===== src/rtl/my_32x32_regfile_pkg.sv =====
// my_32x32_regfile_pkg: shared register-file constants, types and the 32:1 read mux
package my_32x32_regfile_pkg;
   localparam int REG_COUNT = 32;
   localparam int REG_IDX_W = 5;
   localparam int DATA_W = 32;
   localparam logic [REG_IDX_W-1:0] REG_ZERO = '0;
   typedef logic [DATA_W-1:0] data_t;
   typedef logic [REG_IDX_W-1:0] idx_t;
   typedef logic [REG_COUNT-1:0][DATA_W-1:0] bank_t;
   function automatic data_t mux32(input bank_t b, input idx_t s);
      return b[s];
   endfunction
endpackage


===== src/rtl/my_32x32_regfile_if.sv =====
// my_32x32_regfile_if: write, read and scoreboard-mark signals of the register file
interface my_32x32_regfile_if;
   import my_32x32_regfile_pkg::*;
   logic  ctrl_writeEnable;
   idx_t  ctrl_writeReg;
   data_t data_writeReg;
   idx_t  ctrl_readRegA;
   idx_t  ctrl_readRegB;
   logic  ctrl_markPending;
   idx_t  ctrl_markReg;
   data_t data_readRegA;
   data_t data_readRegB;
   logic  pending_readRegA;
   logic  pending_readRegB;
   modport master (
      output ctrl_writeEnable, ctrl_writeReg, data_writeReg, ctrl_readRegA, ctrl_readRegB,
             ctrl_markPending, ctrl_markReg,
      input  data_readRegA, data_readRegB, pending_readRegA, pending_readRegB
   );
   modport slave (
      input  ctrl_writeEnable, ctrl_writeReg, data_writeReg, ctrl_readRegA, ctrl_readRegB,
             ctrl_markPending, ctrl_markReg,
      output data_readRegA, data_readRegB, pending_readRegA, pending_readRegB
   );
endinterface


===== src/rtl/my_32x32_regfile_reg.sv =====
// my_32bit_register: 32-bit register with load enable and synchronous active-low clear
module my_32bit_register
   import my_32x32_regfile_pkg::*;
(
   input  logic  clock,
   input  logic  i_clr_n,
   input  logic  i_en,
   input  data_t i_d,
   output data_t o_q
);
   data_t r_q;
   always_ff @(posedge clock) r_q <= !i_clr_n ? '0 : i_en ? i_d : r_q;
   assign o_q = r_q;
endmodule


===== src/rtl/my_32x32_regfile.sv =====
// my_32x32_regfile: 2-read/1-write register file with write-through bypass and pending scoreboard
module my_32x32_regfile
   import my_32x32_regfile_pkg::*;
(
   input logic clock,
   input logic ctrl_reset_n,
   my_32x32_regfile_if.slave bus
);
   bank_t w_q;
   logic [REG_COUNT-1:0] r_pend;
   logic [REG_COUNT-1:0] w_pend_nxt;
   logic w_commit;
   logic w_mark;
   logic w_byp_a;
   logic w_byp_b;
   // writes and bypass are suppressed while reset is asserted
   assign w_commit = ctrl_reset_n && bus.ctrl_writeEnable && bus.ctrl_writeReg != REG_ZERO;
   assign w_mark = bus.ctrl_markPending && bus.ctrl_markReg != REG_ZERO;
   assign w_q[0] = '0;
   for (genvar i = 1; i < REG_COUNT; i++) begin : g_reg
      my_32bit_register u_reg (
         .clock   (clock),
         .i_clr_n (ctrl_reset_n),
         .i_en    (w_commit && bus.ctrl_writeReg == idx_t'(i)),
         .i_d     (bus.data_writeReg),
         .o_q     (w_q[i])
      );
   end
   // mark is applied after the write clear so a same-cycle new producer wins
   always_comb begin
      w_pend_nxt = r_pend;
      if (w_commit) w_pend_nxt[bus.ctrl_writeReg] = 1'b0;
      if (w_mark) w_pend_nxt[bus.ctrl_markReg] = 1'b1;
      w_pend_nxt[REG_ZERO] = 1'b0;
   end
   always_ff @(posedge clock) r_pend <= ctrl_reset_n ? w_pend_nxt : '0;
   assign w_byp_a = w_commit && bus.ctrl_writeReg == bus.ctrl_readRegA;
   assign w_byp_b = w_commit && bus.ctrl_writeReg == bus.ctrl_readRegB;
   assign bus.data_readRegA = w_byp_a ? bus.data_writeReg : mux32(w_q, bus.ctrl_readRegA);
   assign bus.data_readRegB = w_byp_b ? bus.data_writeReg : mux32(w_q, bus.ctrl_readRegB);
   assign bus.pending_readRegA = !w_byp_a && r_pend[bus.ctrl_readRegA];
   assign bus.pending_readRegB = !w_byp_b && r_pend[bus.ctrl_readRegB];
endmodule


===== src/flat_wrapper.sv =====
// flat-port wrapper written by rule: the top's interface ports become plain ports
module my_32x32_regfile_flat import my_32x32_regfile_pkg::*;
  (clock, ctrl_reset_n, bus_ctrl_writeEnable, bus_ctrl_writeReg, bus_data_writeReg, bus_ctrl_readRegA, bus_ctrl_readRegB, bus_ctrl_markPending, bus_ctrl_markReg, bus_data_readRegA, bus_data_readRegB, bus_pending_readRegA, bus_pending_readRegB);
  my_32x32_regfile_if bus_i ();
  input logic clock;
  input logic ctrl_reset_n;
  input wire logic [$bits(bus_i.ctrl_writeEnable)-1:0] bus_ctrl_writeEnable;
  input wire logic [$bits(bus_i.ctrl_writeReg)-1:0] bus_ctrl_writeReg;
  input wire logic [$bits(bus_i.data_writeReg)-1:0] bus_data_writeReg;
  input wire logic [$bits(bus_i.ctrl_readRegA)-1:0] bus_ctrl_readRegA;
  input wire logic [$bits(bus_i.ctrl_readRegB)-1:0] bus_ctrl_readRegB;
  input wire logic [$bits(bus_i.ctrl_markPending)-1:0] bus_ctrl_markPending;
  input wire logic [$bits(bus_i.ctrl_markReg)-1:0] bus_ctrl_markReg;
  output wire logic [$bits(bus_i.data_readRegA)-1:0] bus_data_readRegA;
  output wire logic [$bits(bus_i.data_readRegB)-1:0] bus_data_readRegB;
  output wire logic [$bits(bus_i.pending_readRegA)-1:0] bus_pending_readRegA;
  output wire logic [$bits(bus_i.pending_readRegB)-1:0] bus_pending_readRegB;
  assign bus_i.ctrl_writeEnable = bus_ctrl_writeEnable;
  assign bus_i.ctrl_writeReg = bus_ctrl_writeReg;
  assign bus_i.data_writeReg = bus_data_writeReg;
  assign bus_i.ctrl_readRegA = bus_ctrl_readRegA;
  assign bus_i.ctrl_readRegB = bus_ctrl_readRegB;
  assign bus_i.ctrl_markPending = bus_ctrl_markPending;
  assign bus_i.ctrl_markReg = bus_ctrl_markReg;
  assign bus_data_readRegA = bus_i.data_readRegA;
  assign bus_data_readRegB = bus_i.data_readRegB;
  assign bus_pending_readRegA = bus_i.pending_readRegA;
  assign bus_pending_readRegB = bus_i.pending_readRegB;
  my_32x32_regfile u_core (.clock(clock), .ctrl_reset_n(ctrl_reset_n), .bus(bus_i));
endmodule

===== config.mk =====
export PLATFORM = sky130hd
export DESIGN_NAME = my_32x32_regfile_flat
export DESIGN_NICKNAME = d
export VERILOG_FILES = /design/src/rtl/my_32x32_regfile_pkg.sv /design/src/rtl/my_32x32_regfile_if.sv /design/src/rtl/my_32x32_regfile_reg.sv /design/src/rtl/my_32x32_regfile.sv /design/src/flat_wrapper.sv
export SDC_FILE = /design/constraint.sdc
export NUM_CORES = 2
export LEC_CHECK = 0
export ABC_AREA = 1
export ABC_CLOCK_PERIOD_IN_PS = 2170
export CAP_MARGIN = 40
export CORE_ASPECT_RATIO = 0.8
export CORE_UTILIZATION = 45
export DETAILED_ROUTE_END_ITERATION = 8
export GPL_ROUTABILITY_DRIVEN = 0
export PLACE_DENSITY_LB_ADDON = 0.1
export SLEW_MARGIN = 40
export SYNTH_ARGS = -nofsm -noshare
export SYNTH_HDL_FRONTEND = slang
export SYNTH_SLANG_ARGS = --single-unit

===== constraint.sdc =====
create_clock -name clock -period 2.17 [get_ports clock]
set_clock_uncertainty 0.15 [all_clocks]
set_input_delay 0.217 -clock clock [delete_from_list [all_inputs] [get_ports clock]]
set_output_delay 0.217 -clock clock [all_outputs]
set_load 0.1 [all_outputs]

==> summary.txt <==
Synthesis
  • Mapped Area: 57480 sq um
  • Syn Area/Cell: 6.080 sq um
  • Synth top area cells: dfxtp_1 36%, nand3_1 17%, nand2_1 16%, a21oi_1 8.4%, o21ai_0 8.4%
  • Most frequent cells after synthesis: 2382 x nand2_1, 1910 x nand3_1, 1023 x dfxtp_1
  • Most common cell in the netlist: nand2_1
  • Top-area cell type share of the netlist area: 35.63%
  • Post-synth EDFFs: 0
  • Synth Instances: 9455
  • Ys async rst share: 0%
  • Post-synth net total: 9511
  • Count of cell types in the netlist: 23
  • Most area-hungry cell type in the Yosys netlist: dfxtp_1
  • Sequential element share of the synthesized area: 35.63%
  • Yosys reg bits: around 1000
  • Yosys warning count: 0
  • Top FF cell, synth: dfxtp_1

Cells and area
  • Final std cells w/o fill: 11210
  • Design area: 75250 sq um
  • Area grow syn2layout: 30.90%
  • Final net count: 9510
  • Share of layout cells above drive strength 1: 27.50%

Die
  • CORE AREA: 125800 sq um
  • Die Y: 321.7 um
  • Starting Density: between 40 and 50%
  • FP Rows: 116
  • DIE AREA: 129200 sq um
  • Die width: 401.6 um
  • I/O pin count: 122

CTS
  • Clock Root Buffer: clkbuf_16
  • Clk sinks: between 1000 and 1500
  • H-tree levels: 3
  • CTS buffer count: 112
  • Clock Latency Late Sink: 760 ps
  • Max Root-Sink Buffers: 3
  • CTS tree: built
  • Clk pin slew, worst setup/hold paths: 60 ps

Detailed routing
  • Drt drc: 0
  • Vias post-DR: 66190
  • Initial drt markers: between 8000 and 9000
  • Vias/cell: roughly 5.9
  • Total Wirelength: 258.0 mm
  • DRT antenna net count: 0
  • Pre-antenna DRT Iters: 8
  • Routed wire per std cell: about 23 um

Placed design
  • Port Buffers: about 120
  • Area after DPL: 65990 sq um
  • Worst slack, placed: -580.8 ps
  • Cell count after placement: 10960
  • Detailed placement HPWL: 164.4 mm

Worst setup path
  • Worst Reg2Reg Path Length in Cells: 3
  • CP cell instances: inv_2 > nand2_1 > nand3_1 > nand3_1 > nand3_1 > nand3_2 > buf_12 > nand3_2 > nand2_2 > buf_12
  • Crit path max fanout: 3
  • CP startpoint kind: flip-flop
  • CP max-delay cell: dfxtp_1
  • Most used cell, CP: nand3_1
  • WP data required: approximately 1800 ps
  • Crit path kind: reg -> out
  • CP Capture Type: primary output
  • Crit-path max cell delay: 300 ps
  • Crit path DAT: 2060 ps

Global routing
  • Number of global-route vias before repair: around 60000
  • Most used routing layer: met2
  • Overall routing resource usage: 38.03%
  • GR Util met1: 50.19%
  • GRT met2 Usage: between 50% and 60%
  • Met3 GRT Util: 9.176%
  • Initial antenna violation count: 8
  • GR Overflow Total: 0
  • Largest net degree at the start of global routing: ~220
  • First-pass GRT wire length: 377.9 mm

Timing
  • RSZ-0062 raised after global routing: true
  • Slew of the pin with the lowest slew margin: approximately 700 ps
  • Total negative slack: -11280 ps
  • Fin Hold WS: 117.4 ps
  • Fmax: 0.4118 GHz
  • Setup violators final: 66
  • Min cycle time layout: 2428 ps
  • Fin. max-slew vios: 0
  • Final worst slack: -258.4 ps
  • Crit share post-route: 111.9%
  • Rel. slew slack: 53.36%
  • Final hold viol count: 0

Power and ir drop
  • VDD IR-drop max: approximately 0.00066 V
  • Pwr Density: 661.5 nW/um^2
  • Leak: 32.37 nW

Run
  • Max-cap violations: 0

Min path
  • Worst min path class: in -> reg
  • Hold path cells: 4

Outcome
  • Status: complete, but fails checks
  • Failing checks: setup timing
## cell usage in the layout, fill, tap and decap left out, types with 3 or more instances in the layout
cell | netlist | layout
nor3_1 | 3 | 3
nor2_4 | 2 | 8
inv_2 | 9 | 409
nand3_1 | 1910 | 1258
nand2_1 | 2382 | 2198
o211ai_1 | 19 | 19
dfxtp_2 | 0 | 431
nor2_1 | 270 | 260
nor2_2 | 4 | 8
dfxtp_1 | 1023 | 591
buf_6 | 0 | 16
clkdlybuf4s50_1 | 0 | 40
inv_1 | 972 | 563
xor2_1 | 6 | 5
buf_8 | 0 | 7
nand2_4 | 0 | 33
o21ai_1 | 34 | 36
a21oi_1 | 965 | 964
buf_4 | 11 | 382
clkbuf_1 | 533 | 21
bufinv_16 | 0 | 12
inv_6 | 0 | 7
diode_2 | 0 | 5
buf_16 | 0 | 7
nand2_2 | 1 | 150
nand3_4 | 0 | 99
clkinv_2 | 0 | 17
inv_8 | 0 | 3
clkinvlp_4 | 0 | 6
buf_12 | 0 | 310
clkbuf_8 | 0 | 34
nand3_2 | 0 | 553
o21ai_0 | 962 | 959
clkbuf_16 | 0 | 116
## repair_timing
item                       CTS  global route
hold endpoints to repair    64             0
setup endpoints to repair   66            66
buffers inserted            22            20
pin swaps                  387           452
gates cloned                 2             3
resized for setup          940           802
hold buffers                 1             0
## metrics by stage
stage | power (mW) | utilization [%]
final | 49.78 | 59.80
after global routing | 51.20 | 59.80
after CTS | 49.28 | 57.74
after detailed placement | 28.30 | 52.44
after global placement | 28.25 | 52.40
after floorplan | 24.47 | -
## flip-flops by register name, summed over array words and instances (netlist names)
register / count
u_core.g.u_reg.o_q: 992
u_core.r_pend: 31
## critical path, delay by kind of cell, from the launching register on
family | cells | cell delay, ps
buffers and inverters | 3 | 390
DFF | 1 | 300
and+or+nand+nor | 7 | 610
## kinds of logic after synthesis
kind of cell           share of synthesized area, %
AO/OA/AOI/OAI                                 17.32
XOR/XNOR                                    0.09142
buffers and inverters                         12.82
AND/OR/NAND/NOR                               34.14
flip-flops                                    35.63
## metal layers
layer | vias to the layer above | share of wire (%)
met2 | 3943 | 42
met5 | - | 0.0050
li1 | 30760 | -
met4 | 2 | 5.9
met3 | 806 | 12
met1 | 30680 | 40
## worst paths after layout
check                                              startpoint                                         end  slack, ps
hold / removal                            bus_ctrl_markReg[2]                u_core.r_pend[25]$_SDFF_PN0_        120
setup / recovery  u_core.g_reg[18].u_reg.o_q[22]$_SDFFE_PN0P_                       bus_data_readRegA[22]       -260
hold reg to reg    u_core.g_reg[6].u_reg.o_q[20]$_SDFFE_PN0P_  u_core.g_reg[6].u_reg.o_q[20]$_SDFFE_PN0P_        300
setup reg to reg    u_core.g_reg[4].u_reg.o_q[1]$_SDFFE_PN0P_   u_core.g_reg[4].u_reg.o_q[1]$_SDFFE_PN0P_       1320
## layout make-up
type,instances,area (sq um)
Clock buffer,166,3347
Clock inverter,43,583.1
Inverter,981,3737
Antenna cell,5,12.51
Sequential cell,1023,21020
Fill cell,11580,50590
Timing Repair Buffer,774,10110
Tap cell,1652,2067
Multi-Input combinational cell,6562,34360
## power breakdown
| part | total [mW] | internal [mW] | switching (mW) |
|---|---|---|---|
| Combinational | 10.0 | 3.42 | 6.62 |
| Clock | 20.8 | 12.1 | 8.66 |
| Sequential | 19.0 | 18.9 | 0.0597 |
| Total | 49.8 | 34.4 | 15.3 |
(Power assumes the default switching activity.)
